File: config.mk
export PLATFORM = sky130hd
export DESIGN_NAME = seq_mult_fx
export DESIGN_NICKNAME = d
export VERILOG_FILES = /design/src/rtl/fft_pkg.sv /design/src/rtl/fx_round_sat.sv /design/src/rtl/seq_mult_fx.sv
export SDC_FILE = /design/constraint.sdc
export NUM_CORES = 1
export LEC_CHECK = 0
export CAP_MARGIN = 20
export CORE_ASPECT_RATIO = 0.9
export CORE_MARGIN = 10
export CORE_UTILIZATION = 50
export DETAILED_ROUTE_END_ITERATION = 8
export HOLD_SLACK_MARGIN = 0.06
export PLACE_DENSITY = 0.83
export SLEW_MARGIN = 20
export SYNTH_ARGS = -nofsm -noshare
export SYNTH_HDL_FRONTEND = slang
export SYNTH_SLANG_ARGS = --single-unit
File: constraint.sdc
create_clock -name clk -period 4.2 [get_ports clk]
set_input_delay 0.63 -clock clk [delete_from_list [all_inputs] [get_ports clk]]
set_output_delay 0.63 -clock clk [all_outputs]
set_load 0.01 [all_outputs]
File: src/rtl/fft_pkg.sv
// fft_pkg: shared FFT datapath types, Q15 constants and saturation helpers.
package fft_pkg;
  typedef enum logic [1:0] {IDLE, BUSY, FIX, DONE} mult_state_t;
  localparam logic [15:0] Q15_ONE = 16'h7FFF;
  localparam logic [15:0] Q15_MIN = 16'h8000;
  localparam int MAX_W = 64;
  typedef logic signed [2*MAX_W:0] wide_t;
  function automatic wide_t sat_signed(input wide_t v, input int w);
    wide_t hi, lo;
    hi = (wide_t'(1) <<< (w - 1)) - wide_t'(1);
    lo = ~hi;
    return v > hi ? hi : v < lo ? lo : v;
  endfunction
  function automatic wide_t sat_unsigned(input wide_t v, input int w);
    wide_t hi;
    hi = (wide_t'(1) << w) - wide_t'(1);
    return v > hi ? hi : v < wide_t'(0) ? wide_t'(0) : v;
  endfunction
endpackage

File: src/rtl/fx_round_sat.sv
// fx_round_sat: scales a 2*WIDTH product by FRAC bits with optional round-half-up, then saturates.
module fx_round_sat import fft_pkg::*; #(
  parameter int WIDTH = 16,
  parameter int FRAC = 15,
  parameter int SIGNED = 1,
  parameter int ROUND = 1
) (
  input  logic [2*WIDTH-1:0] p_i,
  output logic [WIDTH-1:0]   res_o,
  output logic               ovf_o
);
  localparam int PW = 2*WIDTH + 1;
  localparam int RS = FRAC > 0 ? FRAC - 1 : 0;
  localparam logic signed [PW-1:0] RND = (ROUND != 0 && FRAC > 0) ? (PW'(1) << RS) : '0;
  logic signed [PW-1:0] pe, sum, r;
  wide_t re, sat;
  // guard bit keeps the rounding add from wrapping; it also carries the sign when SIGNED
  assign pe = {SIGNED != 0 && p_i[2*WIDTH-1], p_i};
  assign sum = pe + RND;
  assign r = sum >>> FRAC;
  assign re = wide_t'(r);
  assign sat = SIGNED != 0 ? sat_signed(re, WIDTH) : sat_unsigned(re, WIDTH);
  assign res_o = sat[WIDTH-1:0];
  assign ovf_o = sat != re;
endmodule

File: src/rtl/seq_mult_fx.sv
// seq_mult_fx: sequential shift-add fixed-point multiplier with valid/ready handshake,
// one multiply in flight, Q-format rounding and saturation.
module seq_mult_fx import fft_pkg::*; #(
  parameter int WIDTH = 16,
  parameter int FRAC = 15,
  parameter int SIGNED = 1,
  parameter int ROUND = 1
) (
  input  logic               clk,
  input  logic               rst_n,
  input  logic               in_valid,
  output logic               in_ready,
  input  logic [WIDTH-1:0]   a_in,
  input  logic [WIDTH-1:0]   b_in,
  output logic               out_valid,
  input  logic               out_ready,
  output logic [WIDTH-1:0]   result,
  output logic [2*WIDTH-1:0] product_full,
  output logic               overflow
);
  localparam int CW = $clog2(WIDTH);
  mult_state_t state_q, state_d;
  logic [WIDTH-1:0] mplier_q, mplier_d, a_mag, b_mag, res_fix, result_q, result_d;
  logic [2*WIDTH-1:0] mcand_q, mcand_d, acc_q, acc_d, p_fix, prod_q, prod_d;
  logic [CW-1:0] cnt_q, cnt_d;
  logic neg_q, neg_d, ovf_fix, ovf_q, ovf_d, sa, sb;
  // magnitudes are WIDTH-bit unsigned so the most negative operand stays exact
  assign sa = SIGNED != 0 && a_in[WIDTH-1];
  assign sb = SIGNED != 0 && b_in[WIDTH-1];
  assign a_mag = sa ? -a_in : a_in;
  assign b_mag = sb ? -b_in : b_in;
  assign p_fix = neg_q ? -acc_q : acc_q;
  fx_round_sat #(.WIDTH(WIDTH), .FRAC(FRAC), .SIGNED(SIGNED), .ROUND(ROUND)) u_rs (
    .p_i(p_fix), .res_o(res_fix), .ovf_o(ovf_fix)
  );
  always_comb begin
    state_d = state_q;
    mplier_d = mplier_q;
    mcand_d = mcand_q;
    acc_d = acc_q;
    cnt_d = cnt_q;
    neg_d = neg_q;
    result_d = result_q;
    prod_d = prod_q;
    ovf_d = ovf_q;
    unique case (state_q)
      IDLE: if (in_valid) begin
        mplier_d = a_mag;
        mcand_d = {{WIDTH{1'b0}}, b_mag};
        neg_d = sa ^ sb;
        acc_d = '0;
        cnt_d = '0;
        state_d = BUSY;
      end
      BUSY: begin
        acc_d = mplier_q[0] ? acc_q + mcand_q : acc_q;
        mcand_d = mcand_q << 1;
        mplier_d = mplier_q >> 1;
        cnt_d = cnt_q + 1'b1;
        state_d = cnt_q == CW'(WIDTH - 1) ? FIX : BUSY;
      end
      FIX: begin
        prod_d = p_fix;
        result_d = res_fix;
        ovf_d = ovf_fix;
        state_d = DONE;
      end
      DONE: state_d = out_ready ? IDLE : DONE;
      default: state_d = IDLE;
    endcase
  end
  always_ff @(posedge clk or negedge rst_n) begin
    if (!rst_n) begin
      state_q <= IDLE;
      mplier_q <= '0;
      mcand_q <= '0;
      acc_q <= '0;
      cnt_q <= '0;
      neg_q <= 1'b0;
      result_q <= '0;
      prod_q <= '0;
      ovf_q <= 1'b0;
    end else begin
      state_q <= state_d;
      mplier_q <= mplier_d;
      mcand_q <= mcand_d;
      acc_q <= acc_d;
      cnt_q <= cnt_d;
      neg_q <= neg_d;
      result_q <= result_d;
      prod_q <= prod_d;
      ovf_q <= ovf_d;
    end
  end
  assign in_ready = state_q == IDLE;
  assign out_valid = state_q == DONE;
  assign result = result_q;
  assign product_full = prod_q;
  assign overflow = ovf_q;
endmodule

# Word level (Yosys, flattened, before mapping)
# Index checks and enable logic that the tools add are counted.
dict set report totals {
  out_inout_bits 51
  wordCells 48
  reg_bits 136
}
dict set report op_classes {
  eq_ne 7
  n_lt_le_gt_ge 2
  reduce_logical 5
  bitwise_logic 1
  muxes 18
  add_sub_neg 6
}
# op count
set op_table {}
lappend op_table {{two-way mux 129 bit} 2}
lappend op_table {{inequality test 129 x 18 -> 1 bit} 1}
lappend op_table {{two-way mux 32 bit} 4}
lappend op_table {{case mux 32 bit (2 select lines)} 2}
lappend op_table {{two-way mux 16 bit} 3}
lappend op_table {{adder 32 x 16 -> 33 bit (second input constant)} 1}
lappend op_table {{adder 32 bit} 1}
lappend op_table {{negator 16 bit} 2}
lappend op_table {{negator 32 bit} 1}
lappend op_table {{case mux 16 bit (2 select lines)} 1}
lappend op_table {{greater-than comparator 18 x 16 -> 1 bit (second input constant)} 1}
lappend op_table {{less-than comparator 18 x 16 -> 1 bit (second input constant)} 1}
lappend op_table {{case mux 2 bit (4 select lines)} 1}
lappend op_table {{case mux 4 bit (2 select lines)} 1}
lappend op_table {{two-way mux 2 bit} 3}
lappend op_table {{adder 4 x 1 -> 4 bit (second input constant)} 1}
lappend op_table {{equality test 2 bit (second input constant)} 2}
lappend op_table {{equality test 4 bit (second input constant)} 1}
lappend op_table {{two-way mux 4 bit} 1}
lappend op_table {{inequality test 2 bit (second input constant)} 2}
lappend op_table {{AND reduction 2 bit} 2}
lappend op_table {{AND reduction 3 bit} 1}
lappend op_table {{equality test 2 x 1 -> 1 bit (second input constant)} 1}
lappend op_table {{zero test 2 bit} 1}
lappend op_table {{2 further kinds} 2}

# Depth between registers and ports, before layout
# Gate-level depths: netlist of run 1.
dict set report depth {
  word_depth 7
  ltp_mapped 17
  depth_no_buf 17
}

# Modules after synthesis
# From an unflattened synthesis of run 1, not the netlist that was laid out.
dict set report hier_totals {
  cells_unflattened 939
  hier_area_um2 8843.5
}
# module n_inst seq_area_each_um2 cells_per_inst area_per_inst_um2
set modules_own_cells {}
lappend modules_own_cells {seq_mult_fx 1 3403.3 817 7932.6}
lappend modules_own_cells {fx_round_sat 1 0.0 122 910.9}

# Worst setup path before layout of run 1
# Ideal clock, no wire load.
dict set report synth_timing {
  path_kind {register to register}
  startpoint {register neg_q}
  endpoint {register ovf_q, in the netlist overflow}
  required_time_ns 4.113
  slack_ns 0.061
  period_less_slack_ns 4.139
  arrival_ns 4.052
  setup_time_ns 0.087
  path_stages_with_launch 18
  cell_sequence {dfrtp_1 clkbuf_1 clkbuf_1 clkbuf_1 clkbuf_1 nand2_1 xnor2_1 ha_1 inv_1 a2111o_1 nor4_2 xnor2_1 nand2_1 ha_1 buf_1 clkbuf_1 o41ai_1 o211ai_1}
}
dict set report synth_via {
  elab_chain_cells 6
  elab_cells_between_ends 7
  classes_between {add/sub (1); order compare (2); eq/ne (1); mux (3)}
}
# element line
set synth_lines {}
lappend synth_lines {{start, declared} seq_mult_fx.sv:26} ;# logic neg_q, neg_d, ovf_fix, ovf_q, ovf_d, sa, sb;
lappend synth_lines {{start signal, assigned} seq_mult_fx.sv:89} ;# neg_q <= neg_d;
lappend synth_lines {{two-way mux 32 bit *} seq_mult_fx.sv:32} ;# assign p_fix = neg_q ? -acc_q : acc_q;
lappend synth_lines {{named net p_fix[15]} seq_mult_fx.sv:24} ;# logic [2*WIDTH-1:0] mcand_q, mcand_d, acc_q, acc_d, p_fix, prod_q, prod_d;
lappend synth_lines {{adder 32 x 16 -> 33 bit *} fx_round_sat.sv:19} ;# assign sum = pe + RND;
lappend synth_lines {{less-than comparator 18 x 16 -> 1 bit} fft_pkg.sv:12} ;# return v > hi ? hi : v < lo ? lo : v;
lappend synth_lines {{two-way mux 129 bit (2 in series)} fft_pkg.sv:12}
lappend synth_lines {{inequality test 129 x 18 -> 1 bit *} fx_round_sat.sv:24} ;# assign ovf_o = sat != re;
lappend synth_lines {{end signal, assigned} seq_mult_fx.sv:92} ;# ovf_q <= ovf_d;
lappend synth_lines {{end, declared} seq_mult_fx.sv:26}
# Mark *: on every way through the listed nets, which the timed path passes. The rest lies on a longest branch.
# A chain may end at the register's enable or synchronous reset.

# Worst setup path after layout of run 1
dict set report layout_timing {
  startpoint {register acc_q[1]}
  endpoint {register result_q[9], in the netlist result[9]}
}
dict set report layout_via {
  elab_chain_cells 6
  elab_cells_between_ends 7
  classes_between {add/sub (2); order compare (2); mux (3)}
}
# element line
set layout_lines {}
lappend layout_lines {{start, declared} seq_mult_fx.sv:24}
lappend layout_lines {{start signal, assigned} seq_mult_fx.sv:77} ;# acc_q <= '0;
lappend layout_lines {{start signal, assigned} seq_mult_fx.sv:87} ;# acc_q <= acc_d;
lappend layout_lines {{negator 32 bit} seq_mult_fx.sv:32}
lappend layout_lines {{two-way mux 32 bit *} seq_mult_fx.sv:32}
lappend layout_lines {{adder 32 x 16 -> 33 bit *} fx_round_sat.sv:19}
lappend layout_lines {{less-than comparator 18 x 16 -> 1 bit} fft_pkg.sv:12}
lappend layout_lines {{two-way mux 129 bit} fft_pkg.sv:12}
lappend layout_lines {{two-way mux 129 bit *} fft_pkg.sv:12}
lappend layout_lines {{end signal, assigned} seq_mult_fx.sv:90} ;# result_q <= result_d;
lappend layout_lines {{end, declared} seq_mult_fx.sv:23} ;# logic [WIDTH-1:0] mplier_q, mplier_d, a_mag, b_mag, res_fix, result_q, result_d;
# Every way passes the cells marked *; elsewhere a longest branch is shown, timed or not.

==> results of run 1 <==
[area by class of cell]
cell class,count,area [um2],share of cell area (%)
clock buffer,23,488,4.52
sequential,136,3400,31.5
clock inverter,8,47.5,0.440
inverter,23,86.3,0.799
multi-input combinational,821,5370,49.7
timing repair buffer,119,1110,10.3
tap,240,300,2.78
[cells by family (layout without fill, tap and decap cells)]
group	Yosys count	in the layout	share of synthesized area [%]
flip-flops	136	136	37.6
AND/OR/NAND/NOR	347	347	19.2
XOR/XNOR	98	98	9.56
buffers and inverters	82	173	3.51
adder cells (fa/ha/maj)	39	39	5.47
AO/OA/AOI/OAI	332	332	24.1
multiplexers	5	5	0.566
[per-stage QoR]
stage,power [uW],setup TNS [ps],std cells,hold WS (ps)
3_3_place_gp,7200,0,1335,460
2_1_floorplan,5760,0,1039,334
3_5_place_dp,7360,-297,1335,466
4_1_cts,8780,0,1366,247
5_1_grt,9580,-3.64,1370,278
6_report,8870,0,1370,209
[metal layers]
metal	up-vias	global-route usage, %
li1	3944	-
met1	3886	26.9
met2	322	28.8
met3	36	4.36
met4	0	5.68
met5	-	0
[placed cells by master (no fill, tap or decap), types with 10 or more instances in the layout]
| master | synthesis | layout |
|---|---|---|
| a22oi_1 | 28 | 28 |
| a21oi_1 | 37 | 37 |
| a21o_1 | 23 | 23 |
| o21ai_0 | 135 | 135 |
| buf_4 | 0 | 33 |
| nor2_1 | 52 | 51 |
| or4_1 | 10 | 10 |
| clkdlybuf4s50_1 | 0 | 85 |
| o31ai_1 | 18 | 18 |
| ha_1 | 38 | 37 |
| xnor2_1 | 44 | 44 |
| nand3_1 | 18 | 18 |
| nor3_1 | 17 | 17 |
| clkbuf_16 | 0 | 17 |
| o22a_1 | 15 | 15 |
| nand2b_1 | 16 | 15 |
| dfrtp_1 | 136 | 136 |
| inv_1 | 23 | 23 |
| xor2_1 | 53 | 53 |
| o41ai_1 | 10 | 10 |
| nand2_1 | 152 | 151 |
[timing repair]
action | in CTS | in global routing
pin swaps | 0 | 3
endpoints found under the setup margin | 16 | 17
gates resized for setup | 1 | 3
setup buffers | 0 | 4
[flip-flops by register name, summed over array words and instances (netlist names)]
name	cells
acc_q	32
result	16
product_full	32
overflow	1
mcand_q	32
cnt_q	4
mplier_q	16
neg_q	1
state_q	2
[power by group through the flow]
stage | Sequential (uW) | Clock, uW | Combinational [uW]
after floorplan | 2370 | 0 | 3390
after global placement | 2450 | 0 | 4740
after detailed placement | 2480 | 0 | 4880
after CTS | 2460 | 1380 | 4940
after global routing | 2560 | 1440 | 5590
final | 2480 | 1360 | 5030
[path summary, 6_finish.rpt]
kind,to,slack (ps),depth (start not counted)
setup / recovery,result[9]$_DFFE_PN0N_,270,14
hold / removal,product_full[4]$_DFFE_PN0N_,210,1
setup reg to reg,result[9]$_DFFE_PN0N_,270,14
hold reg to reg,product_full[22]$_DFFE_PN0N_,470,2
max in group asynchronous,acc_q[3]$_DFFE_PN0P_,3100,2
min in group clk,product_full[22]$_DFFE_PN0N_,470,2
==> results.json, run 1 <==
{
  "dr.pass1.iters": 6,
  "synth_most_common_cell": "nand2_1",
  "layout-drive-gt1-share_pct": 8.14,
  "syn_area_um2": 9060,
  "drt_iter0_drc": 642,
  "slowest_delay_ps": 460,
  "dp_hpwl_um": 16700,
  "yosys_warnings": 0,
  "drv_slew": 0,
  "startpoint": "acc_q[1]$_DFFE_PN0P_",
  "wl_met3_um": 1780,
  "synth_top_area_cell": "dfrtp_1",
  "die_w_um": 162,
  "grt_pass1_vias": 7603,
  "p_leak_uw": 0.00463,
  "path_class": "reg2reg",
  "slew_headroom_pct": 40.4,
  "worstMarginPinSlew_ps": 894,
  "overflow": 0,
  "rows": 46,
  "wl_per_cell_um": 16.9,
  "final_util_pct": 61.0,
  "insertedDiodeCount": 0,
  "io_buffers": 86,
  "hold_viol": 0,
  "ys_async_sr_fraction_pct": 100,
  "post-route-cell-area_um2": 10800,
  "syn_inst": 1039,
  "crit_chain": "inv_1, ha_1, nor4b_1, nand4_1, buf_4, o41ai_1, xnor2_1, a21bo_2, nor4_2, xnor2_1, nand2_1, ha_4, nor2_1, o22a_1",
  "fin_ws_ps": 268,
  "power_density_nw_per_um2": 821,
  "cts_tree": "built",
  "wl_met1_um": 10800,
  "final_antenna_net_count": 0,
  "via_per_inst": 5.98,
  "p_int_uw": 4900,
  "ys_top_cells_by_area": "dfrtp_1 (38%), o21ai_0 (7.5%), nand2_1 (6.3%), ha_1 (5.3%), xor2_1 (5.1%)",
  "via_count": 8188,
  "clock_latency_ps": 430,
  "grt_max_degree": 76,
  "cp-start-kind": "flop",
  "dr_wl_met2_um": 10200,
  "synth-edff-count": 0,
  "clock.fmax_mhz": 254,
  "synthTopCellsByCount": "nand2_1 (152), dfrtp_1 (136), o21ai_0 (135), xor2_1 (53), nor2_1 (52)",
  "p_seq_share_pct": 27.9,
  "placed_cell_area_um2": 10200,
  "post-route-period-util_pct": 93.6,
  "start_util_pct": 51.1,
  "clk_pin_slew_worst_paths_ps": 60,
  "fin_nets": 1193,
  "htree_levels": 4,
  "grtUsageTotal_pct": 19.2,
  "syn_area_per_cell_um2": 8.72,
  "antenna_found_initial": 0,
  "clock_path_buffers": 2,
  "coreArea_um2": 17700,
  "dieArea_um2": 23900,
  "crit_buf_inv": 2,
  "die-height_um": 148,
  "irDropWorstVdd_mv": 0.365,
  "filler_cell_count": 1522,
  "hp-class": "in2async",
  "grt_pass1_wl_um": 38700,
  "slowest_stage": "dfrtp_1",
  "cts_hold_buf": 0,
  "outcome": "complete, no violations",
  "crit_path_frequent_cell": "xnor2_1",
  "r2r_start": "acc_q[1]$_DFFE_PN0P_",
  "cts_sinks": 136,
  "maxCapViolCount": 0,
  "synth.net_count": 1114,
  "pre_cts_slack_ps": -41.4,
  "cts_root_buf": "clkbuf_16",
  "finClkSkew_ps": 10.2,
  "arrival_ps": 4240,
  "power.share.clock_pct": 15.4,
  "finalSetupViolCount": 0,
  "drc_errors": 0,
  "synth_cell_types": 72,
  "drt_wl_total_um": 23100,
  "syn2layout_area_growth_pct": 19.3,
  "cp_max_fo": 17,
  "cts_buffers": 17,
  "gp_congestion": 0.942,
  "yosysSeqAreaShare_pct": 37.6,
  "fin_crit_ps": 3930,
  "io_pins": 87,
  "top_layer": "met4",
  "crit_path_end_kind": "flop",
  "netlist.area_leader.share_pct": 37.6,
  "synth_seq_cells": 136,
  "comb_power_share_pct": 56.7,
  "crit_required_ps": 4510,
  "synthFlopType": "dfrtp_1",
  "netSwitchingPower_uw": 3970,
  "netSwitchingFraction_pct": 44.7,
  "cp_top_family": "simple AND/OR/NAND/NOR gates"
}
Note: power is estimated with default switching activity, not from simulation.
==> inputs of run 2 (changes only) <==
--- a/config.mk
+++ b/config.mk
@@ -9,6 +9,8 @@
 export CORE_ASPECT_RATIO = 0.9
 export CORE_MARGIN = 10
 export CORE_UTILIZATION = 50
+export CTS_BUF_LIST = sky130_fd_sc_hd__clkbuf_16
+export CTS_CLUSTER_DIAMETER = 150
 export DETAILED_ROUTE_END_ITERATION = 8
 export HOLD_SLACK_MARGIN = 0.06
 export PLACE_DENSITY = 0.83
==> run 2 against run 1 <==
Sequential power is essentially flat. Final cell count unchanged. Via count is 0.44% lower. Cell area decreased by 0.37%. Clock-buffer cell count down 6. Critical endpoint is now result[14]$_DFFE_PN0N_. Largest cell class unchanged. Largest power group unchanged. Highest routed layer unchanged.
==> results.json, run 2 (synthesized netlist as in run 1, its figures left out) <==
{
  "outcome": "complete, no violations",
  "io_pins": 87,
  "antenna_found_initial": 0,
  "irDropWorstVdd_mv": 0.367,
  "insertedDiodeCount": 0,
  "placed_cell_area_um2": 10200,
  "cts_tree": "built",
  "gp_congestion": 0.942,
  "reg2reg_slack_ps": 270,
  "arrival_ps": 4250,
  "io_buffers": 86,
  "grt_max_degree": 76,
  "p_total_uw": 8780,
  "holdWs_ps": 205,
  "hold_viol": 0,
  "startpoint": "acc_q[1]$_DFFE_PN0P_",
  "final_antenna_net_count": 0,
  "dr.pass1.iters": 6,
  "cts_root_buf": "clkbuf_16",
  "p_leak_uw": 0.00462,
  "syn2layout_area_growth_pct": 18.9,
  "final_common_cell": "nand2_1",
  "drt_wl_total_um": 23000,
  "r2r-end": "result[14]$_DFFE_PN0N_",
  "drt_iter0_drc": 663,
  "place_inst": 1335,
  "finClkSkew_ps": 9.42,
  "layout_common_cells": "nand2_1 (151), dfrtp_1 (136), o21ai_0 (135)",
  "cts_sinks": 136,
  "filler_cell_count": 1534,
  "post-route-cell-area_um2": 10800,
  "r2r_cells": 14,
  "wl_per_cell_um": 16.8,
  "htree_levels": 4,
  "cts_hold_buf": 0,
  "clock_path_buffers": 2,
  "layout-drive-gt1-share_pct": 7.79,
  "grt_pass1_wl_um": 38700,
  "rows": 46,
  "power_density_nw_per_um2": 816,
  "slew_headroom_pct": 40.5,
  "path_class": "reg2reg",
  "grtUsageTotal_pct": 19.2,
  "cp-start-kind": "flop",
  "fin_crit_ps": 3930,
  "via_per_inst": 5.95,
  "final_cell_count_no_fill": 1370,
  "cts_buffers": 17,
  "via_count": 8152,
  "post-route-period-util_pct": 93.6,
  "drc_errors": 0,
  "crit_path_end_kind": "flop",
  "die_w_um": 162,
  "drv_slew": 0,
  "worstMarginPinSlew_ps": 893,
  "crit_required_ps": 4520,
  "start_util_pct": 51.1,
  "clock_latency_ps": 430,
  "hp-class": "in2async",
  "dp_hpwl_um": 16700,
  "coreArea_um2": 17700,
  "clk_pin_slew_worst_paths_ps": 60,
  "clock.fmax_mhz": 254,
  "setup.worst_path.end": "result[14]$_DFFE_PN0N_",
  "die-height_um": 148,
  "finalSetupViolCount": 0,
  "dieArea_um2": 23900,
  "cp_max_fo": 17,
  "grt_pass1_vias": 7630,
  "maxCapViolCount": 0,
  "r2r_start": "acc_q[1]$_DFFE_PN0P_",
  "fin_nets": 1193,
  "overflow": 0
}
-- run 2: cell count changes in the layout (fill, tap and decap cells not counted) --
cell,previous run,this run
clkbuf_8,4,0
clkinv_1,0,4
clkbuf_1,2,0
inv_1,23,25
-- run 2: stage by stage --
stage | setup WS (ps) | utilization, % | setup TNS, ps
after global placement | 87.4 | 57.6 | 0
after global routing | -2.14 | 60.7 | -2.14
after floorplan | 61.3 | - | 0
final | 268 | 60.7 | 0
after detailed placement | -41.4 | 57.6 | -297
after CTS | 46.0 | 60.4 | 0
-- run 2: worst min path at each step --
stage	startpoint	endpoint	slack (ps)	depth (start not counted)
after floorplan	rst_n	acc_q[0]$_DFFE_PN0P_	330	0
after CTS	rst_n	product_full[8]$_DFFE_PN0N_	250	1
after global routing	rst_n	product_full[5]$_DFFE_PN0N_	280	1
after detailed placement	product_full[22]$_DFFE_PN0N_	product_full[22]$_DFFE_PN0N_	470	2
after global placement	product_full[22]$_DFFE_PN0N_	product_full[22]$_DFFE_PN0N_	460	2
final	rst_n	product_full[4]$_DFFE_PN0N_	200	1
-- run 2: final cells by class --
cell class	count	area [um2]	area share (%)
sequential	136	3400	31.6
tap	240	300	2.79
clock buffer	17	425	3.95
multi-input combinational	821	5370	49.9
clock inverter	14	70.1	0.651
timing repair buffer	119	1110	10.3
inverter	23	86.3	0.802
-- run 2: power breakdown --
group	switching [uW]	internal, uW	total [uW]
Combinational	2800	2220	5020
Clock	559	728	1290
Sequential	597	1880	2470
Total	3960	4820	8780
-- run 2: critical path, cell delays in order, from the launching register on --
cell and delay (ps):
dfrtp_1 460, inv_1 120, ha_1 200, nor4b_1 450
nand4_1 160, buf_4 200, o41ai_1 380, xnor2_1 190
a21bo_2 290, nor4_2 290, xnor2_1 250, nand2_1 150
ha_4 410, nor2_1 90, o22a_1 160
-- run 2: repair_timing --
| item | CTS | global route |
|---|---|---|
| pin swaps | 0 | 3 |
| buffers inserted | 0 | 4 |
| gates resized for setup | 1 | 3 |
| setup endpoints to repair | 16 | 17 |
-- run 2: routing by layer --
layer,wire [um],global-route usage (%),vias up
li1,-,-,3937
met1,10900,27.0,3877
met2,10100,28.5,300
met3,1640,4.28,38
met4,364,6.27,0
met5,0,0,-
